<file path="config.mk">
export PLATFORM = sky130hd
export DESIGN_NAME = seq_det_param
export DESIGN_NICKNAME = d
export VERILOG_FILES = /design/src/rtl/seq_det_param.sv
export SDC_FILE = /design/constraint.sdc
export NUM_CORES = 1
export LEC_CHECK = 0
export CAP_MARGIN = 20
export CORE_AREA = 2 2 39 41
export DETAILED_ROUTE_END_ITERATION = 10
export DIE_AREA = 0 0 41 43
export HOLD_SLACK_MARGIN = 0.15
export PLACE_DENSITY = 0.67
export RECOVER_POWER = 100
export SYNTH_ARGS = -nofsm -noshare
export SYNTH_HDL_FRONTEND = slang
export SYNTH_SLANG_ARGS = --single-unit
</file>
<file path="constraint.sdc">
create_clock -name cp -period 1.38 [get_ports cp]
set_input_delay 0.138 -clock cp [delete_from_list [all_inputs] [get_ports cp]]
set_output_delay 0.138 -clock cp [all_outputs]
set_load 0.005 [all_outputs]
</file>
<file path="src/rtl/seq_det_param.sv">
// Parametrised W-bit, LEN-symbol pattern detector with Mealy (z) and registered (zq) match outputs.
// Optional saturating match counter enabled by defining SEQ_DET_PARAM_CNT_EN.
module seq_det_param #(
  parameter int W     = 2,
  parameter int LEN   = 3,
  parameter logic [W*LEN-1:0] PATTERN = 6'b01_11_10,
  parameter int CNT_W = 8
) (
  input  logic             cp,
  input  logic             rst,
  input  logic             en,
  input  logic [W-1:0]     x,
  input  logic             ovl,
  output logic             z,
  output logic             zq,
  output logic [CNT_W-1:0] cnt
);

  localparam int HW = W*(LEN-1);
  localparam int FW = $clog2(LEN);
  localparam logic [FW-1:0] FILL_MAX = FW'(LEN-1);

  function automatic logic [FW-1:0] fill_sat_inc(input logic [FW-1:0] f);
    return (f == FILL_MAX) ? f : f + FW'(1);
  endfunction

  function automatic logic [CNT_W-1:0] cnt_sat_inc(input logic [CNT_W-1:0] c);
    return (c == {CNT_W{1'b1}}) ? c : c + CNT_W'(1);
  endfunction

  logic [HW-1:0]   hist, hist_nxt;
  logic [FW-1:0]   fill, fill_nxt;
  logic [HW+W-1:0] window;
  logic            z_p1;

  // Stage 0: match decision and next history/fill, combinational from state and x
  always_comb begin
    window   = {hist, x};
    z        = en && (fill == FILL_MAX) && (window == PATTERN);
    hist_nxt = hist;
    fill_nxt = fill;
    if (en) begin
      hist_nxt = window[HW-1:0];
      if (z && !ovl)
        fill_nxt = '0;
      else
        fill_nxt = fill_sat_inc(fill);
    end
  end

  // Stage 1: state and registered match
  always_ff @(posedge cp) begin
    if (rst) begin
      hist <= '0;
      fill <= '0;
      z_p1 <= 1'b0;
    end else begin
      hist <= hist_nxt;
      fill <= fill_nxt;
      z_p1 <= z;
    end
  end

  assign zq = z_p1;

`ifdef SEQ_DET_PARAM_CNT_EN
  logic [CNT_W-1:0] cnt_p1;

  always_ff @(posedge cp) begin
    if (rst)
      cnt_p1 <= '0;
    else if (z)
      cnt_p1 <= cnt_sat_inc(cnt_p1);
  end

  assign cnt = cnt_p1;
`else
  assign cnt = '0;
`endif

endmodule

</file>
; ---- Yosys cells after proc, flatten, opt, wreduce, memory -nomap -nowiden
; Index checks and enable logic that the tools add are counted.
; W data, S select, Z words.
[op_classes]
n_addsub = 1
mul = 0
div_mod_pow = 0
order_cmp = 0
eq_ne = 3
shift = 0
n_mux = 2
n_bitwise = 0
n_reduce_logical = 5
[op_table]
columns = operator, count
row1 = $eq A6 B5 Y1 const B, 1
row2 = $mux W2, 2
row3 = $logic_and A1 B1 Y1, 3
row4 = $add A2 B1 Y2 const B, 1
row5 = $eq A2 B2 Y1 const B, 1
row6 = $ne A2 B1 Y1 const B, 1
row7 = $reduce_and A2 Y1, 1
row8 = $logic_not A1 Y1, 1
[word_totals]
reg_bits = 7
latchBits = 0
mem_bits_rw = 0
rom_bits = 0
out_inout_bits = 10
wordCells = 14
mem_count = 0

; ---- Depth between registers and ports, before layout
; Gate-level depths: netlist (run 1).
[logic_depth]
word_depth = 6
mapped_depth = 5

; ---- Worst setup path after synthesis (run 1)
; No wires, ideal clock.
[synth_timing]
kind = register -> register
start = register fill[0]
end = register fill[0]
t_arrival_ns = 0.987
required_time_ns = 1.250
path_slack_ns = 0.263
stages_incl_launch_ff = 6
synth_period_minus_slack_ns = 1.117
cell_sequence = dfxtp_1 -> inv_1 -> ha_1 -> a21bo_1 -> a21oi_1 -> o22ai_1
[synth_via]
elab_chain_len = 6
[synth_rtl]
columns = element, line_no
row1 = "start, declared", 32  ; logic [FW-1:0] fill, fill_nxt;
row2 = "start signal, assigned", 59  ; fill <= fill_nxt;
row3 = $eq A2 B2 Y1, "24, 39"
row4 = $logic_and A1 B1 Y1 (2 in series), 39  ; z = en && (fill == FILL_MAX) && (window == PATTERN);
row5 = $logic_and A1 B1 Y1, 44  ; if (z && !ovl)
row6 = $ne A2 B1 Y1 (no line), n/a
row7 = $reduce_and A2 Y1 (no line), n/a
; Several ways; a longest one is shown, not always the timed one. The select of a mux whose other input is x is not followed.
; A chain may end at the register's enable or synchronous reset.

; ---- Worst setup path after layout (run 1)
[layout_timing]
start = register fill[0]
end = output port z
[layout_via]
elab_chain_len = 3
[layout_rtl]
columns = element, line_no
row1 = $eq A2 B2 Y1, 39
row2 = $logic_and A1 B1 Y1 (2 in series), 39
row3 = "end, declared", 14  ; output logic z,
; Every way passes these cells.

==> results.md, run 1 <==
- The share of the yosys chip area belonging to registers is 36.5%.
- STA classifies the critical path endpoint as a primary output.
- Summing the areas of all xor and xnor instances in the mapped netlist gives 0% of the synthesized area.
- The proportion of netlist area held by the largest area contributor is 36.5%.
- After synthesis, the largest family of logic cells by area is buffers and inverters.
- After detailed placement, the design holds a cell count of 70.
- The first global-routing pass estimated 1.12 mm of wire.
- The final critical path takes up 92.1% of the cycle.
- The kind of critical path is reg -> out.
- The total length of routed wires is 693 µm.
- The final standard cell count with taps included and fillers excluded is 74.
- The hold violation total from the final report is 0.
- The largest net degree at the start of global routing is 8.
- The required time reported for the critical path endpoint is 1.24 ns.
- Summing the areas of all and, or, nand and nor instances in the mapped netlist gives 16.6% of the synthesized area.
- In this run, CTS created clock tree buffers numbering 3.
- Global routing used 9.98% of the available tracks.
- Synthesis produced a netlist whose cell count is 43.
- Pin placement for this block handled 16 I/O pins.
- The clock tree from TritonCTS is built.
- After detailed routing, the number of vias per cell comes to 4.23.
- The internal reg-to-reg setup slack is 0.14 ns.
- The average instance area after synthesis is 8.93 µm².
- The initial core utilization is 27.8%.
- The signal on the critical path passes through inv_2 -> ha_1 -> inv_1 -> nor3_2 -> clkbuf_2.
- Max-cap violations in this run came to 0.
- The arrival time of data at the critical path endpoint is 1.13 ns.
- Yosys attributes the largest share of cell area to dfxtp_1 (36%), buf_4 (16%), mux2i_1 (10%).
- Summed over all failing endpoints, the final setup total negative slack is 0 ns.
- The number of nets in the layout is 66.
- Summing the areas of all compound-gate instances in the mapped netlist gives 9.77% of the synthesized area.
- The via count of the first global-routing pass is 304.
- The number of cells on the worst reg-to-reg path is 6.
- The launching element type of the critical path is a register.
- In this run, distinct cell masters in the synthesized netlist total 19.
- The detailed route wirelength on metal2 is 354 µm.
- The later pin in the worst-skew pair is clocked with a latency of 0.25 ns.
- The fraction of final layout cells sized beyond drive strength 1 is 20.7%.
- The highest layer touched by signal routing is met3.
- Multiplexer cells account for 10.4% of the synthesized area.
- The highest-delay cell along the critical path is dfxtp_1.
- In this run the worst path has a maximum fanout of 2.
- The capture endpoint of the worst hold path is hist[3]$_SDFFE_PP0P_.
- The final max-slew violation count is 0.
- Dividing the detail-routed wire length by the instance count gives 9.36 µm.
- The clock passes through at most 2 buffers.
- The overall via count from detail_route is 313.
- The vertical die dimension is 43 µm.
- In this run the standard cell core region covers 0.00138 mm².
- The cell area that synthesis handed to floorplanning was 384 µm².
- Setup violations remaining at the end of the flow were counted as 0.
- The final critical-path required period is 1.27 ns.
- The sum of routed wire segments on met1 is 292 µm.
- The timing-limited maximum frequency is 787 MHz.
- After the first detailed-routing iteration, the DRC count stood at 1.
- Summed over all nets, wire length on met3 after detailed routing comes to 47 µm.
- The clock slew at the register clock pins of the worst setup and hold paths is 0.05 ns.
- The tree built by TritonCTS fans out to 7 sinks.
- Across the routed clock network, the largest skew measured is 0.000587 ns.
- 0 antenna diodes ended up in the layout.
- In this run the worst hold path is classified as reg -> reg.
- The number of storage elements in the synthesis netlist is 7.
- The post-route DRC violation count is 0.
- The top cell type by total area after synthesis is dfxtp_1.
- The leakage power is 0.222 nW.
- During placement, the flow inserted port buffers numbering 7.
- The hold buffer count at cts is 0.
- In this run the clock root is driven by a clkbuf_4.
- The total global routing overflow is 0.
- The initial antenna violation count is 0.
- The launch instance of the worst register-to-register path is fill[0]$_SDFFE_PP0P_.
- VDD sags by at most 0.000542 V.
- Once detailed placement completed, the half-perimeter wirelength came to 550 µm.
- Setup repair after global routing left no endpoint under its margin.
- The die covers 0.00176 mm².
- The Yosys step of the flow raised 0 warnings.
- In this run the critical register-to-register path is captured at fill[0]$_SDFFE_PP0P_.
- The worst hold path passes through 2 cells.
- Compared with the post-synthesis result, the final layout area differs by 30.3%.
- Summing the areas of all fa, ha and maj instances in the mapped netlist gives 3.26% of the synthesized area.
- At the end of routability-driven placement, the weighted congestion stood at 0.697.
- In this run the number of H-tree levels came out at 1.
- The number of detailed-routing iterations run before antenna repair is 4.
- The run finished with clean final reports.
- Row generation in the floorplan step produced 14 rows.
- The worst hold path begins at hist[3]$_SDFFE_PP0P_.
- The total power density per cell area is 995 mW/mm².
- The critical path's largest stage delay is 0.31 ns.
- The horizontal die dimension is 41 µm.
- In this run the remaining antenna-violating nets after routing total 0.
-- layer usage --
metal	track usage (%)	vias to the layer above
li1	-	161
met1	10.4	135
met2	15.3	17
met3	1.57	0
met4	10.0	0
met5	0	-
-- cells in the final DEF (no fill, tap or decap) --
| cell | count |
|---|---|
| a21oi_1 | 2 |
| ha_1 | 1 |
| clkbuf_4 | 4 |
| o22ai_1 | 2 |
| nor2b_1 | 1 |
| conb_1 | 8 |
| buf_4 | 5 |
| nor3b_1 | 2 |
| nor3_2 | 1 |
| clkbuf_2 | 1 |
| dfxtp_1 | 7 |
| clkdlybuf4s50_1 | 4 |
| mux2i_1 | 4 |
| dlygate4sd3_1 | 2 |
| o21ai_1 | 1 |
| nor2_1 | 4 |
| clkbuf_1 | 2 |
| nand3b_1 | 1 |
| nor4_1 | 1 |
| inv_1 | 2 |
| a21bo_1 | 1 |
| nand4b_1 | 1 |
| inv_2 | 1 |
-- sequential cells by signal (all words and copies together), names as in the netlist --
register and count:
hist 4, zq 1, fill 2
-- metrics by stage --
stage	utilization, %	total power [W]	cell area (µm²)	hold WS [ns]	setup WS [ns]
final	36.2	0.000498	500	0.515	0.109
after detailed placement	34.5	0.000315	478	0.504	-0.267
after global placement	34.5	0.000312	478	0.482	-0.221
after CTS	36.9	0.000507	510	0.517	0.0207
after global routing	36.2	0.000526	500	0.545	0.0298
after floorplan	-	0.000290	410	0.285	0.263
-- cells in the mapped netlist (all sizes together) --
| library cell | instances |
|---|---|
| conb | 1 |
| dfxtp | 7 |
| nor3 | 1 |
| nor2 | 4 |
| nor2b | 1 |
| nor4 | 1 |
| mux2i | 4 |
| nor3b | 2 |
| ha | 1 |
| nand4b | 1 |
| o22ai | 2 |
| clkbuf | 1 |
| o21ai | 1 |
| inv | 3 |
| a21bo | 1 |
| a21oi | 2 |
| nand3b | 1 |
| buf | 9 |
-- timing repair --
| action | in CTS | in global routing |
|---|---|---|
| cloned | 0 | 0 |
| pin swaps | 1 | 1 |
| endpoints found under the setup margin | 1 | 1 |
| buffers inserted | 0 | 0 |
| gates resized for setup | 4 | 3 |
-- power by group --
part	total, W	switching, W	internal [W]
Combinational	0.0000884	0.0000396	0.0000488
Clock	0.000189	0.0000781	0.000111
Sequential	0.000221	0.00000692	0.000214
-- how the worst max path moves through the flow --
stage	startpoint	end	slack, ns	cells past startpoint
after floorplan	fill[0]$_SDFFE_PP0P_	fill[0]$_SDFFE_PP0P_	0.26	5
after global placement	en	z	-0.22	4
after detailed placement	x[0]	z	-0.27	4
after CTS	hist[3]$_SDFFE_PP0P_	z	0.02	3
after global routing	fill[0]$_SDFFE_PP0P_	z	0.03	5
final	fill[0]$_SDFFE_PP0P_	z	0.11	5
-- cell families (layout without fill, tap and decap cells) --
logic type                 count (synthesis)  in the layout
buffers and inverters                     13             21
and+or+nand+nor                           11             11
DFF                                        7              7
other                                      1              8
adders and majority gates                  1              1
AOI/OAI and AO/OA                          6              6
muxes                                      4              4
-- layout make-up --
type / count / area, µm²
fill: 141 / 883
clock buffer: 4 / 26.3
sequential: 7 / 140
timing repair buffer: 14 / 114
inverter: 3 / 11.3
tap: 16 / 20.0
multi-input combinational: 30 / 189
-- critical path, delay by kind of cell, from the launching register on --
family / cells / cell delay, ns
buffers and inverters: 3 / 0.26
AND/OR/NAND/NOR: 1 / 0.16
flip-flops: 1 / 0.31
adder cells (fa/ha/maj): 1 / 0.15
Power figures use the tool's default switching activity.
==> run 2, diff against run 1 <==
CTS_CLUSTER_DIAMETER = 200   (was unset)
==> results of run 2 <==
The final DEF is identical to that of run 1; final timing and power are the same.
==> run 3, diff against run 2 <==
SKIP_LAST_GASP = 1   (was unset)
==> results of run 3 <==
The final DEF is identical to that of run 1; final timing and power are the same.
